## src/rtl/alu_share_arbiter.sv

```systemverilog
// rtl/alu_share_arbiter.sv - round-robin sharing of one combinational ALU between two requesters
// Registered operands toward the ALU, registered result and valid/ready response toward the consumer.
module alu_share_arbiter #(
    parameter int WIDTH   = 32,
    parameter int ALU_LAT = 1,
    parameter int CNT_W   = 16
) (
    input  logic             clk,
    input  logic             clrn,
    input  logic             req0_valid,
    output logic             req0_ready,
    input  logic [WIDTH-1:0] req0_a,
    input  logic [WIDTH-1:0] req0_b,
    input  logic [3:0]       req0_aluc,
    input  logic             req1_valid,
    output logic             req1_ready,
    input  logic [WIDTH-1:0] req1_a,
    input  logic [WIDTH-1:0] req1_b,
    input  logic [3:0]       req1_aluc,
    output logic [WIDTH-1:0] alu_a,
    output logic [WIDTH-1:0] alu_b,
    output logic [3:0]       alu_aluc,
    input  logic [WIDTH-1:0] alu_s,
    input  logic             alu_z,
    output logic             rsp_valid,
    input  logic             rsp_ready,
    output logic             rsp_id,
    output logic [WIDTH-1:0] rsp_s,
    output logic             rsp_z,
    output logic             busy,
    output logic [CNT_W-1:0] op_count
);

    localparam int LAT_W = (ALU_LAT > 1) ? $clog2(ALU_LAT) : 1;

    typedef enum logic [1:0] {S_IDLE, S_EXEC, S_RESP} state_t;

    state_t             state_q, state_d;
    logic               rr_ptr_q, rr_ptr_d;
    logic               id_q, id_d;
    logic [LAT_W-1:0]   lat_cnt_q, lat_cnt_d;
    logic [WIDTH-1:0]   alu_a_q, alu_a_d;
    logic [WIDTH-1:0]   alu_b_q, alu_b_d;
    logic [3:0]         alu_aluc_q, alu_aluc_d;
    logic               rsp_valid_q, rsp_valid_d;
    logic [WIDTH-1:0]   rsp_s_q, rsp_s_d;
    logic               rsp_z_q, rsp_z_d;
    logic [CNT_W-1:0]   op_count_q, op_count_d;
    logic               grant;

    always_ff @(posedge clk or negedge clrn) begin
        if (!clrn) begin
            state_q     <= S_IDLE;
            rr_ptr_q    <= 1'b0;
            id_q        <= 1'b0;
            lat_cnt_q   <= '0;
            alu_a_q     <= '0;
            alu_b_q     <= '0;
            alu_aluc_q  <= '0;
            rsp_valid_q <= 1'b0;
            rsp_s_q     <= '0;
            rsp_z_q     <= 1'b0;
            op_count_q  <= '0;
        end else begin
            state_q     <= state_d;
            rr_ptr_q    <= rr_ptr_d;
            id_q        <= id_d;
            lat_cnt_q   <= lat_cnt_d;
            alu_a_q     <= alu_a_d;
            alu_b_q     <= alu_b_d;
            alu_aluc_q  <= alu_aluc_d;
            rsp_valid_q <= rsp_valid_d;
            rsp_s_q     <= rsp_s_d;
            rsp_z_q     <= rsp_z_d;
            op_count_q  <= op_count_d;
        end
    end

    always_comb begin
        state_d     = state_q;
        rr_ptr_d    = rr_ptr_q;
        id_d        = id_q;
        lat_cnt_d   = lat_cnt_q;
        alu_a_d     = alu_a_q;
        alu_b_d     = alu_b_q;
        alu_aluc_d  = alu_aluc_q;
        rsp_valid_d = rsp_valid_q;
        rsp_s_d     = rsp_s_q;
        rsp_z_d     = rsp_z_q;
        op_count_d  = op_count_q;

        // A lone requester wins outright; contention goes to the round-robin pointer.
        grant = (req0_valid & req1_valid) ? rr_ptr_q : req1_valid;
        // Gated by clrn so every output reads 0 while reset is held.
        req0_ready = clrn & (state_q == S_IDLE) & req0_valid & ~grant;
        req1_ready = clrn & (state_q == S_IDLE) & req1_valid & grant;

        case (state_q)
            S_IDLE: begin
                if (req0_ready | req1_ready) begin
                    alu_a_d    = grant ? req1_a : req0_a;
                    alu_b_d    = grant ? req1_b : req0_b;
                    alu_aluc_d = grant ? req1_aluc : req0_aluc;
                    id_d       = grant;
                    lat_cnt_d  = LAT_W'(ALU_LAT - 1);
                    state_d    = S_EXEC;
                end
            end
            S_EXEC: begin
                if (lat_cnt_q != '0) begin
                    lat_cnt_d = lat_cnt_q - 1'b1;
                end else begin
                    rsp_s_d     = alu_s;
                    rsp_z_d     = alu_z;
                    rsp_valid_d = 1'b1;
                    state_d     = S_RESP;
                end
            end
            S_RESP: begin
                if (rsp_ready) begin
                    rsp_valid_d = 1'b0;
                    op_count_d  = op_count_q + 1'b1;
                    rr_ptr_d    = ~id_q;
                    state_d     = S_IDLE;
                end
            end
            default: state_d = S_IDLE;
        endcase
    end

    assign alu_a     = alu_a_q;
    assign alu_b     = alu_b_q;
    assign alu_aluc  = alu_aluc_q;
    assign rsp_valid = rsp_valid_q;
    assign rsp_id    = id_q;
    assign rsp_s     = rsp_s_q;
    assign rsp_z     = rsp_z_q;
    assign busy      = (state_q != S_IDLE);
    assign op_count  = op_count_q;

endmodule

```

## config.mk

```make
export PLATFORM = sky130hd
export DESIGN_NAME = alu_share_arbiter
export DESIGN_NICKNAME = d
export VERILOG_FILES = /design/src/rtl/alu_share_arbiter.sv
export SDC_FILE = /design/constraint.sdc
export NUM_CORES = 1
export LEC_CHECK = 0
export ABC_AREA = 1
export CORE_MARGIN = 4
export CORE_UTILIZATION = 35
export CTS_CLUSTER_DIAMETER = 40
export DETAILED_ROUTE_END_ITERATION = 8
export PLACE_DENSITY = 0.72
export SETUP_SLACK_MARGIN = 0.3
export SYNTH_ARGS = -nofsm -noshare
export SYNTH_HDL_FRONTEND = slang
export SYNTH_SLANG_ARGS = --single-unit
```

## constraint.sdc

```tcl
create_clock -name clk -period 3.2 [get_ports clk]
set_input_delay 0.64 -clock clk [delete_from_list [all_inputs] [get_ports clk]]
set_output_delay 0.64 -clock clk [all_outputs]
set_load 0.01 [all_outputs]
```

==> flow_summary.yaml <==
place:
  dp_hpwl_um: 14000
  placed_area_mm2: 0.00889
  place.gp.congestion: 0.832
  post-place-ws_ns: 0.412
  portBuffers: 295
floorplan:
  rows: 46
  ios: 296
  die_h_um: 136
  fp.dieW_um: 136
  initial_core_util_pct: 36.1
  core_area_mm2: 0.0160
  die_area_mm2: 0.0186
timing:
  layout_min_cycle_time_ns: 2.78
  max_freq_mhz: 360
  setup_viol: 0
  skew_ns: 0.00860
  rsz0062_at_grt: "false"
  finalMaxSlewViolations: 0
  setup_ws_ns: 0.421
  whs_ns: 0.425
  slew_headroom_pct: 35.0
  period_share_pct: 86.8
  tightest_slew_ns: 0.969
  finalSetupTns_ns: 0
  hold_viol: 0
clocking:
  cts_hold_buf: 0
  htree_levels: 4
  clkLatencyLatePin_ns: 0.41
  clock-root-buffer: "clkbuf_16"
  cts_tree: "built"
  clock_sinks: 122
  cts_setup_buffers: 0
  ctsLongestPathBuffers: 2
  numCtsBuffers: 17
  cts_resized: 0
  clkTransAtPathRegs_ns: 0.06
route:
  post_drt_wl_per_cell_um: 14.9
  drc: 0
  routed_via_density: 4.60
  via_count: 5952
  drtIter0Drc: 356
  drt-total-wl_um: 19200
  dr.pass1.iters: 5
  antenna_left: 0
synthesis:
  avgSynthCellArea_um2: 7.38
  synth_area_leader_cell: "dfrtp_1"
  synthFlopType: "dfrtp_1"
  ys_warn_count: 0
  synth.distinct_cells: 22
  synth_top_area_share_pct: 52.9
  synth.area.top_cells: "dfrtp_1 53%, nand2_1 31%, nand3_1 6.4%"
  synth.most_common_cell: "nand2_1"
  synthTopCellsByCount: "480 x nand2_1, 122 x dfrtp_1, 74 x nand3_1"
  synth_seq_cells: 122
  synth_edf_count: 0
  syn_nets: 957
  ys_seq_area_share_pct: 52.9
  postSynthCellCount: 782
  synthArstFlopShare_pct: 100
  synth_area_mm2: 0.00577
global_route:
  gr-total-overflow: 0
  grt_pass1_wl_um: 30100
  antenna_found_initial: 0
  grt_max_degree: 71
  grt_pass1_vias: 5842
  track_usage_pct: 20.7
setup_path:
  critPathLaunchType: "primary input"
  crit_top_cell: "clkdlybuf4s50_1"
  cp-end-kind: "primary output"
  crit_slowest_cell: "clkdlybuf4s50_1"
  required_ns: 2.56
  critical_path_class: "in2out"
  cp_cell_sequence: "clkdlybuf4s50_1, nand2_1, nand2_2, inv_2, nor2_1, clkdlybuf4s50_1"
  critPathArrivalTime_ns: 2.14
  worstPathMaxFanout: 9
  critical_path.top_delay_family: "buffers and inverters"
  crit_path_max_incr_delay_ns: 0.60
  path_buf_inv: 3
pwr:
  pwr_density_cell_mw_per_mm2: 828
  ir_worst_vdd_uv: 416
  power_leakage_nw: 4.71
final_layout:
  multi_input_area_mm2: 0.00247
  areaGrowthSynthToFinish_pct: 64.5
  antenna_cells: 0
  drive_gt1_share_pct: 4.73
  post-route-cell-area_mm2: 0.00949
  nets: 1240
  fillers: 1459
  regArea_mm2: 0.00305
run:
  max_cap_viol_count: 0
worst_hold_path:
  min-delay-path-class: "in2async"
status:
  status: "finished clean"
final timing paths:
path                       startpoint      endpoint  slack, ns  cells past startpoint
max                        req0_valid    req0_ready       0.42                      6
max reg2reg                state_q[1]     rsp_s[14]       0.98                      5
min                              clrn     alu_b[30]       0.42                      2
max in group asynchronous        clrn  op_count[11]       1.49                      3
min reg2reg                 rsp_s[11]     rsp_s[11]       0.47                      2
min in group clk            rsp_s[11]     rsp_s[11]       0.47                      2
cell families (layout without fill, tap and decap cells):
logic type	after synthesis	count (layout)	share of synthesized area, %
buffers and inverters	60	356	4.38
and+or+nand+nor	586	586	40.8
adders and majority gates	1	1	0.217
DFF	122	122	52.9
AOI/OAI and AO/OA	4	4	0.347
xor gates and xnor gates	9	9	1.37
state kept, by name, summed over array words and instances (netlist names):
register and count:
alu_a 32, alu_b 32, rsp_s 32, op_count 16, alu_aluc 4, state_q 2, rr_ptr_q 1, rsp_id 1
rsp_valid 1, rsp_z 1
power by group:
group | switching [mW] | leakage [nW] | internal (mW) | total [mW]
logic | 1.61 | 2.89 | 1.74 | 3.34
registers | 0.395 | 1.52 | 2.20 | 2.59
clock network | 0.704 | 0.293 | 1.22 | 1.92
through the flow:
stage	power, mW	util, %	std cells
2_1_floorplan	4.03	-	782
3_3_place_gp	5.96	55.6	1262
3_5_place_dp	6.01	55.6	1262
4_1_cts	7.97	59.3	1294
5_1_grt	8.41	59.3	1294
6_report	7.86	59.3	1294
cell type report:
class                           instances  area share (%)
Clock inverter                         12            1.45
Clock buffer                           20            4.92
Inverter                               19           0.751
Multi-Input combinational cell        600            26.0
Timing Repair Buffer                  305            31.9
Sequential cell                       122            32.2
Tap cell                              216            2.85
routing by layer:
metal / GRT usage (%) / wire length, um
met5: 0 / 0
met4: 5.88 / 302
met3: 9.66 / 2220
met2: 34.1 / 9040
met1: 24.4 / 7670
placed cells by master, fill, tap and decap left out, types with 3 or more instances in the layout:
cell             count
clkinv_4             3
clkdlybuf4s50_1    294
clkbuf_8             3
inv_6                3
xor2_1               4
o21ai_0              4
nand4_1              6
buf_4               11
xnor2_1              5
inv_1               17
nand3_1             74
clkbuf_16           17
nand2_1            479
dfrtp_1            122
nor2_1              16
nand2_4              3
(Power assumes the default switching activity.)
